$ cat config.mk
export PLATFORM = sky130hd
export DESIGN_NAME = fetch_stage_flat
export DESIGN_NICKNAME = d
export VERILOG_FILES = /design/src/rtl/cpu_types_pkg.sv /design/src/rtl/my_types_pkg.sv /design/src/rtl/fetch_stage_if.sv /design/src/rtl/fetch_skid_buffer.sv /design/src/rtl/fetch_stage.sv /design/src/flat_wrapper.sv
export SDC_FILE = /design/constraint.sdc
export NUM_CORES = 1
export LEC_CHECK = 0
export ABC_AREA = 1
export CELL_PAD_IN_SITES_DETAIL_PLACEMENT = 1
export CELL_PAD_IN_SITES_GLOBAL_PLACEMENT = 1
export CORE_AREA = 2 2 175 177
export CTS_CLUSTER_SIZE = 25
export DETAILED_ROUTE_END_ITERATION = 8
export DIE_AREA = 0 0 177 179
export PLACE_DENSITY_LB_ADDON = 0.1
export SLEW_MARGIN = 20
export SYNTH_ARGS = -nofsm -noshare
export SYNTH_HDL_FRONTEND = slang
export SYNTH_HIERARCHICAL = 1
export SYNTH_SLANG_ARGS = --single-unit
export TNS_END_PERCENT = 1
$ cat constraint.sdc
create_clock -name CLK -period 1.8 [get_ports CLK]
set_clock_uncertainty 0.05 [all_clocks]
set_input_delay 0.18 -clock CLK [delete_from_list [all_inputs] [get_ports CLK]]
set_output_delay 0.18 -clock CLK [all_outputs]
set_load 0.05 [all_outputs]
$ cat src/rtl/cpu_types_pkg.sv
// Core-wide scalar types shared by every pipeline stage.
package cpu_types_pkg;
  localparam int WORD_BITS = 32;
  typedef logic [WORD_BITS-1:0] word_t;
endpackage

$ cat src/rtl/my_types_pkg.sv
// Fetch-stage types: FSM encoding, the IF/ID entry record and the default reset PC.
package my_types_pkg;
  import cpu_types_pkg::*;

  typedef enum logic [1:0] {
    FS_RUN  = 2'd0,
    FS_SKID = 2'd1,
    FS_HALT = 2'd2
  } fetch_state_t;

  typedef struct packed {
    word_t instr;
    word_t pc;
    word_t npc;
  } fetch_entry_t;

  localparam word_t PC_INIT_DEFAULT = 32'h0000_0000;
endpackage

$ cat src/rtl/fetch_stage_if.sv
// Icache, hazard/redirect and IF/ID signals of the fetch stage, viewed from the block (fs) or the bench (tb).
interface fetch_stage_if;
  logic                 ihit;
  cpu_types_pkg::word_t iload;
  logic                 imemREN;
  cpu_types_pkg::word_t imemaddr;
  logic                 stall;
  logic                 redirect_en;
  cpu_types_pkg::word_t redirect_pc;
  logic                 halt_in;
  cpu_types_pkg::word_t instr_out;
  cpu_types_pkg::word_t pc_out;
  cpu_types_pkg::word_t npc_out;
  logic                 valid_out;
  logic                 halted;

  modport fs (
    input  ihit, iload, stall, redirect_en, redirect_pc, halt_in,
    output imemREN, imemaddr, instr_out, pc_out, npc_out, valid_out, halted
  );

  modport tb (
    output ihit, iload, stall, redirect_en, redirect_pc, halt_in,
    input  imemREN, imemaddr, instr_out, pc_out, npc_out, valid_out, halted
  );
endinterface

$ cat src/rtl/fetch_skid_buffer.sv
// One-entry holding register for a word fetched while decode was stalled.
module fetch_skid_buffer
  import my_types_pkg::*;
(
  input  logic         CLK,
  input  logic         RST,
  input  logic         load,
  input  logic         clear,
  input  fetch_entry_t entry_in,
  output fetch_entry_t entry_out,
  output logic         full
);
  fetch_entry_t entry_reg;
  logic         full_reg;

  always_ff @(posedge CLK) begin
    if (RST || clear) begin
      entry_reg <= '0;
      full_reg  <= 1'b0;
    end else if (load) begin
      entry_reg <= entry_in;
      full_reg  <= 1'b1;
    end
  end

  assign entry_out = entry_reg;
  assign full      = full_reg;
endmodule

$ cat src/rtl/fetch_stage.sv
// Instruction fetch: owns the PC, issues icache reads and fills the IF/ID register.
module fetch_stage
  import cpu_types_pkg::*;
  import my_types_pkg::*;
#(
  parameter word_t PC_INIT = PC_INIT_DEFAULT,
  parameter int    WORD_W  = 32
) (
  input logic       CLK,
  input logic       RST,
  fetch_stage_if.fs bus
);
  localparam word_t PC_STEP = WORD_W'(4);

  fetch_state_t state_reg, state_next;
  word_t        pc_reg, pc_next, pc_plus4;
  fetch_entry_t ifid_reg, ifid_next, hit_entry, skid_entry;
  logic         valid_reg, valid_next;
  logic         redirect_take, fetch_hit, skid_load, skid_clear, skid_full, drain;

  assign pc_plus4  = pc_reg + PC_STEP;
  assign hit_entry = '{instr: bus.iload, pc: pc_reg, npc: pc_plus4};

  always_ff @(posedge CLK) begin
    if (RST) state_reg <= FS_RUN;
    else     state_reg <= state_next;
  end

  always_comb begin
    state_next = state_reg;
    if (bus.halt_in || state_reg == FS_HALT) begin
      state_next = FS_HALT;
    end else if (bus.redirect_en) begin
      state_next = FS_RUN;
    end else begin
      case (state_reg)
        FS_RUN:  if (bus.ihit && bus.stall) state_next = FS_SKID;
        FS_SKID: if (!bus.stall)            state_next = FS_RUN;
        default: state_next = state_reg;
      endcase
    end
  end

  always_comb begin
    redirect_take = !bus.halt_in && state_reg != FS_HALT && bus.redirect_en;
    fetch_hit     = !bus.halt_in && !bus.redirect_en && state_reg == FS_RUN && bus.ihit;
    skid_load     = fetch_hit && bus.stall;
    drain         = !bus.halt_in && !bus.redirect_en && state_reg == FS_SKID
                    && !bus.stall && skid_full;
    // Draining also empties the buffer so the full flag tracks real occupancy.
    skid_clear    = bus.halt_in || redirect_take || drain;
  end

  assign bus.imemREN  = (state_reg == FS_RUN) && !RST;
  assign bus.imemaddr = pc_reg;
  assign bus.halted   = (state_reg == FS_HALT);

  always_comb begin
    pc_next    = pc_reg;
    ifid_next  = ifid_reg;
    valid_next = valid_reg;
    if (bus.halt_in) begin
      valid_next = 1'b0;
    end else if (state_reg == FS_HALT) begin
      valid_next = valid_reg;
    end else if (bus.redirect_en) begin
      pc_next    = bus.redirect_pc;
      valid_next = 1'b0;
    end else if (state_reg == FS_RUN) begin
      if (bus.ihit) pc_next = pc_plus4;
      if (!bus.stall) begin
        if (bus.ihit) ifid_next = hit_entry;
        valid_next = bus.ihit;
      end
    end else if (drain) begin
      ifid_next  = skid_entry;
      valid_next = 1'b1;
    end
  end

  always_ff @(posedge CLK) begin
    if (RST) begin
      pc_reg    <= PC_INIT;
      ifid_reg  <= '0;
      valid_reg <= 1'b0;
    end else begin
      pc_reg    <= pc_next;
      ifid_reg  <= ifid_next;
      valid_reg <= valid_next;
    end
  end

  assign bus.instr_out = ifid_reg.instr;
  assign bus.pc_out    = ifid_reg.pc;
  assign bus.npc_out   = ifid_reg.npc;
  assign bus.valid_out = valid_reg;

  fetch_skid_buffer u_skid (
    .CLK      (CLK),
    .RST      (RST),
    .load     (skid_load),
    .clear    (skid_clear),
    .entry_in (hit_entry),
    .entry_out(skid_entry),
    .full     (skid_full)
  );
endmodule

$ cat src/flat_wrapper.sv
// flat-port wrapper written by rule: the top's interface ports become plain ports
module fetch_stage_flat import cpu_types_pkg::*; import my_types_pkg::*;
#(
  parameter word_t PC_INIT = PC_INIT_DEFAULT,
  parameter int    WORD_W  = 32
)
  (CLK, RST, bus_ihit, bus_iload, bus_stall, bus_redirect_en, bus_redirect_pc, bus_halt_in, bus_imemREN, bus_imemaddr, bus_instr_out, bus_pc_out, bus_npc_out, bus_valid_out, bus_halted);
  fetch_stage_if bus_i ();
  input logic CLK;
  input logic RST;
  input wire logic [$bits(bus_i.ihit)-1:0] bus_ihit;
  input wire logic [$bits(bus_i.iload)-1:0] bus_iload;
  input wire logic [$bits(bus_i.stall)-1:0] bus_stall;
  input wire logic [$bits(bus_i.redirect_en)-1:0] bus_redirect_en;
  input wire logic [$bits(bus_i.redirect_pc)-1:0] bus_redirect_pc;
  input wire logic [$bits(bus_i.halt_in)-1:0] bus_halt_in;
  output wire logic [$bits(bus_i.imemREN)-1:0] bus_imemREN;
  output wire logic [$bits(bus_i.imemaddr)-1:0] bus_imemaddr;
  output wire logic [$bits(bus_i.instr_out)-1:0] bus_instr_out;
  output wire logic [$bits(bus_i.pc_out)-1:0] bus_pc_out;
  output wire logic [$bits(bus_i.npc_out)-1:0] bus_npc_out;
  output wire logic [$bits(bus_i.valid_out)-1:0] bus_valid_out;
  output wire logic [$bits(bus_i.halted)-1:0] bus_halted;
  assign bus_i.ihit = bus_ihit;
  assign bus_i.iload = bus_iload;
  assign bus_i.stall = bus_stall;
  assign bus_i.redirect_en = bus_redirect_en;
  assign bus_i.redirect_pc = bus_redirect_pc;
  assign bus_i.halt_in = bus_halt_in;
  assign bus_imemREN = bus_i.imemREN;
  assign bus_imemaddr = bus_i.imemaddr;
  assign bus_instr_out = bus_i.instr_out;
  assign bus_pc_out = bus_i.pc_out;
  assign bus_npc_out = bus_i.npc_out;
  assign bus_valid_out = bus_i.valid_out;
  assign bus_halted = bus_i.halted;
  fetch_stage #(.PC_INIT(PC_INIT), .WORD_W(WORD_W)) u_core (.CLK(CLK), .RST(RST), .bus(bus_i));
endmodule
==> impl_metrics.ini <==
[die]
core-area_um2 = 30000
die_w_um = 177
pin_count = 201
die_h_um = 179
rows = 64
initial_core_util_pct = 35.3
die_area_um2 = 31700

[worst_setup_path]
path_class = reg -> reg
critPathCaptureType = flip-flop
crit_path_max_fanout = 17
worstPathArrival_ps = 2170
rr_worst_depth = 11
critPathRequiredTime_ps = 2210
rrSetupSlack_ps = 40
cp-start-kind = flip-flop
r2r-end = u_core/u_skid/entry_out[11]$_SDFFE_PP0P_
r2r_start = u_core/state_reg[0]$_SDFFE_PP0P_

[sta]
finalSetupViolCount = 0
drv_slew = 0
fin_tns_setup_ps = 0
finalHoldViolCount = 0
min_period_ps = 1760
min_period_over_period_pct = 97.9
tightest_slew_ps = 515
slew_headroom_pct = 65.8
max_freq_mhz = 568
finalHoldWorstSlack_ps = 180
rsz0062_at_grt = true

[finish]
n_fill_cell = 3925
drive_above_1_share_pct = 14.8
largest_register_ffs = 96
nNetsFinal = 1969
fin_area_um2 = 14700
layout.cells.non_filler = 2315
area_delta_synth_final_pct = 38.7

[pwr]
power.leakage_uw = 0.00634
power_density_nw_per_um2 = 880
peakVddDrop_v = 0.000568

[grt]
grt_pass1_vias = 11200
grt_max_degree = 76
grt_remaining_overflow = 0
antenna_found_initial = 1
grt_pass1_wl_um = 59300
grt_usage_pct = 23.4

[placed_design]
place_inst = 2258
postPlaceCellArea_um2 = 13500
place_hpwl_um = 25500
gp_congestion = 0.856
port_buffers = 200

[worst_hold_path]
hold_class = in -> reg
min_to = u_core/bus.imemaddr[3]$_SDFFE_PP0P_
min_from = bus_redirect_pc[3]
whs_path_depth = 3

[detailed_routing]
met1Wirelength_um = 18000
first_pass_iters = 5
wl_met3_um = 1350
via_count = 11200
drc = 0
wire_per_inst_um = 16.8
via_per_inst = 4.82
top_layer = met4
wl_met2_um = 18800
drt.antenna.violating_nets = 0
wl_um = 38800
drt_iter0_markers = 513

[synth]
synth_warnings = 6
ys_types = 31
synth_edf_count = 0
syn_inst = 1664
synth_nets = 1735
seq_area_frac_synth_pct = 43.1
synth.top_cell.area_share_pct = 43.1
synth_area_leader_cell = dfxtp_1
syn_avg_cell_area_um2 = 6.37
synth_area_leaders = dfxtp_1 (43%), nand2_1 (18%), nor2_1 (13%)
synthFlopType = dfxtp_1
ys_seq_elements = 228
syn_area_um2 = 10600
async_reset_ff_share_pct = 0

[clock_tree]
cts-root-buf = clkbuf_16
clkTransAtPathRegs_ps = 60
worstSkewPairLatency_ps = 530
ctsLongestPathBuffers = 3
numCtsBuffers = 27
clock_sinks = 228
htree_levels = 1
cts_tree = done

[outcome]
status = completed

[flow_run]
max-cap-violations = 0
## cell usage in the layout, fill, tap and decap left out, drive strengths merged, types with 44 or more instances in the layout
| cell | netlist | final |
|---|---|---|
| nor2 | 376 | 376 |
| clkbuf | 42 | 44 |
| a21oi | 125 | 125 |
| o21ai | 131 | 131 |
| dlygate4sd2 | 0 | 56 |
| clkdlybuf4s50 | 0 | 69 |
| buf | 59 | 177 |
| inv | 130 | 129 |
| nand2 | 523 | 523 |
| dfxtp | 228 | 228 |
## kinds of logic (layout without fill, tap and decap cells)
logic type	count (synthesis)	after routing	share of synthesized area, %
mux	1	1	0.0945
fa+ha+maj	1	1	0.118
xor+xnor	14	14	1.16
compound gates	262	262	12.5
flops	228	228	43.1
simple gates	927	927	33.7
other cells	0	2	0
buf+inv	231	484	9.36
## synthesized netlist by cell type, types with 3 or more instances
cell	number
nor2_2	5
inv_2	3
and2_1	5
buf_4	5
xnor2_1	3
buf_6	7
nand3b_1	7
dfxtp_1	228
nor2_1	370
clkbuf_1	41
a21oi_1	125
nand2_1	521
buf_2	41
xor2_1	11
nand3_1	14
inv_1	127
o21ai_0	130
buf_1	6
## report_power, final
group	switching (µW)	internal, µW	total [µW]
registers	109	5190	5300
logic	1390	802	2190
clock network	2250	3180	5430
## area by class of cell
cell class                      count  area, µm²  share of cell area, %
Clock buffer                       41        838                   5.71
Timing Repair Buffer              306       3010                   20.5
Multi-Input combinational cell   1205       5220                   35.5
Clock inverter                      7       37.5                  0.256
Antenna cell                        2       5.00                 0.0341
Inverter                          130        492                   3.35
Tap cell                          396        495                   3.37
Sequential cell                   228       4590                   31.3
## stage by stage
step | setup WS [ps] | power [µW] | util [%]
finish | 38.5 | 12900 | 48.9
global route | -63.1 | 13400 | 48.9
CTS | -53.9 | 13000 | 47.9
detailed placement | -425 | 7530 | 45.0
global placement | -398 | 7490 | 45.0
floorplan | 0.468 | 6610 | -
## what timing repair did
action	4_1_cts	5_1_grt
setup endpoints to repair	171	144
gates cloned	1	4
pin swaps	1	5
gates resized for setup	63	41
buffers inserted	0	2
hold buffers	0	0
## layer usage
layer  vias to the layer above  global-route usage, %
met5                         -                      0
met4                         0                   5.51
met3                        46                   2.71
met2                       196                   42.0
met1                      5330                   29.9
li1                       5589                      -
## critical path, cell delays in order, from the launching register on
cell       delay (ps)
dfxtp_2           350
inv_2              90
nand2_1            90
nand2_2           100
inv_1              60
nand2_1            80
o311ai_1          140
nor2_4            160
buf_12            180
clkbuf_16         210
nand2_1            70
nor2_1            110
## worst max-delay path by stage
stage,depth (start not counted),end,slack [ps],start
finish,11,u_core/u_skid/entry_out[11]$_SDFFE_PP0P_,40,u_core/state_reg[0]$_SDFFE_PP0P_
CTS,5,bus_imemREN,-50,u_core/state_reg[1]$_SDFFE_PP0P_
global placement,8,u_core/u_skid/entry_out[77]$_SDFFE_PP0P_,-400,bus_redirect_en
floorplan,10,u_core/u_skid/entry_out[22]$_SDFFE_PP0P_,0.5,u_core/bus.imemaddr[16]$_SDFFE_PP0P_
global route,11,u_core/u_skid/entry_out[11]$_SDFFE_PP0P_,-60,u_core/state_reg[0]$_SDFFE_PP0P_
detailed placement,8,u_core/u_skid/entry_out[72]$_SDFFE_PP0P_,-430,bus_redirect_en
No activity file was read; power rests on OpenSTA's default activity.
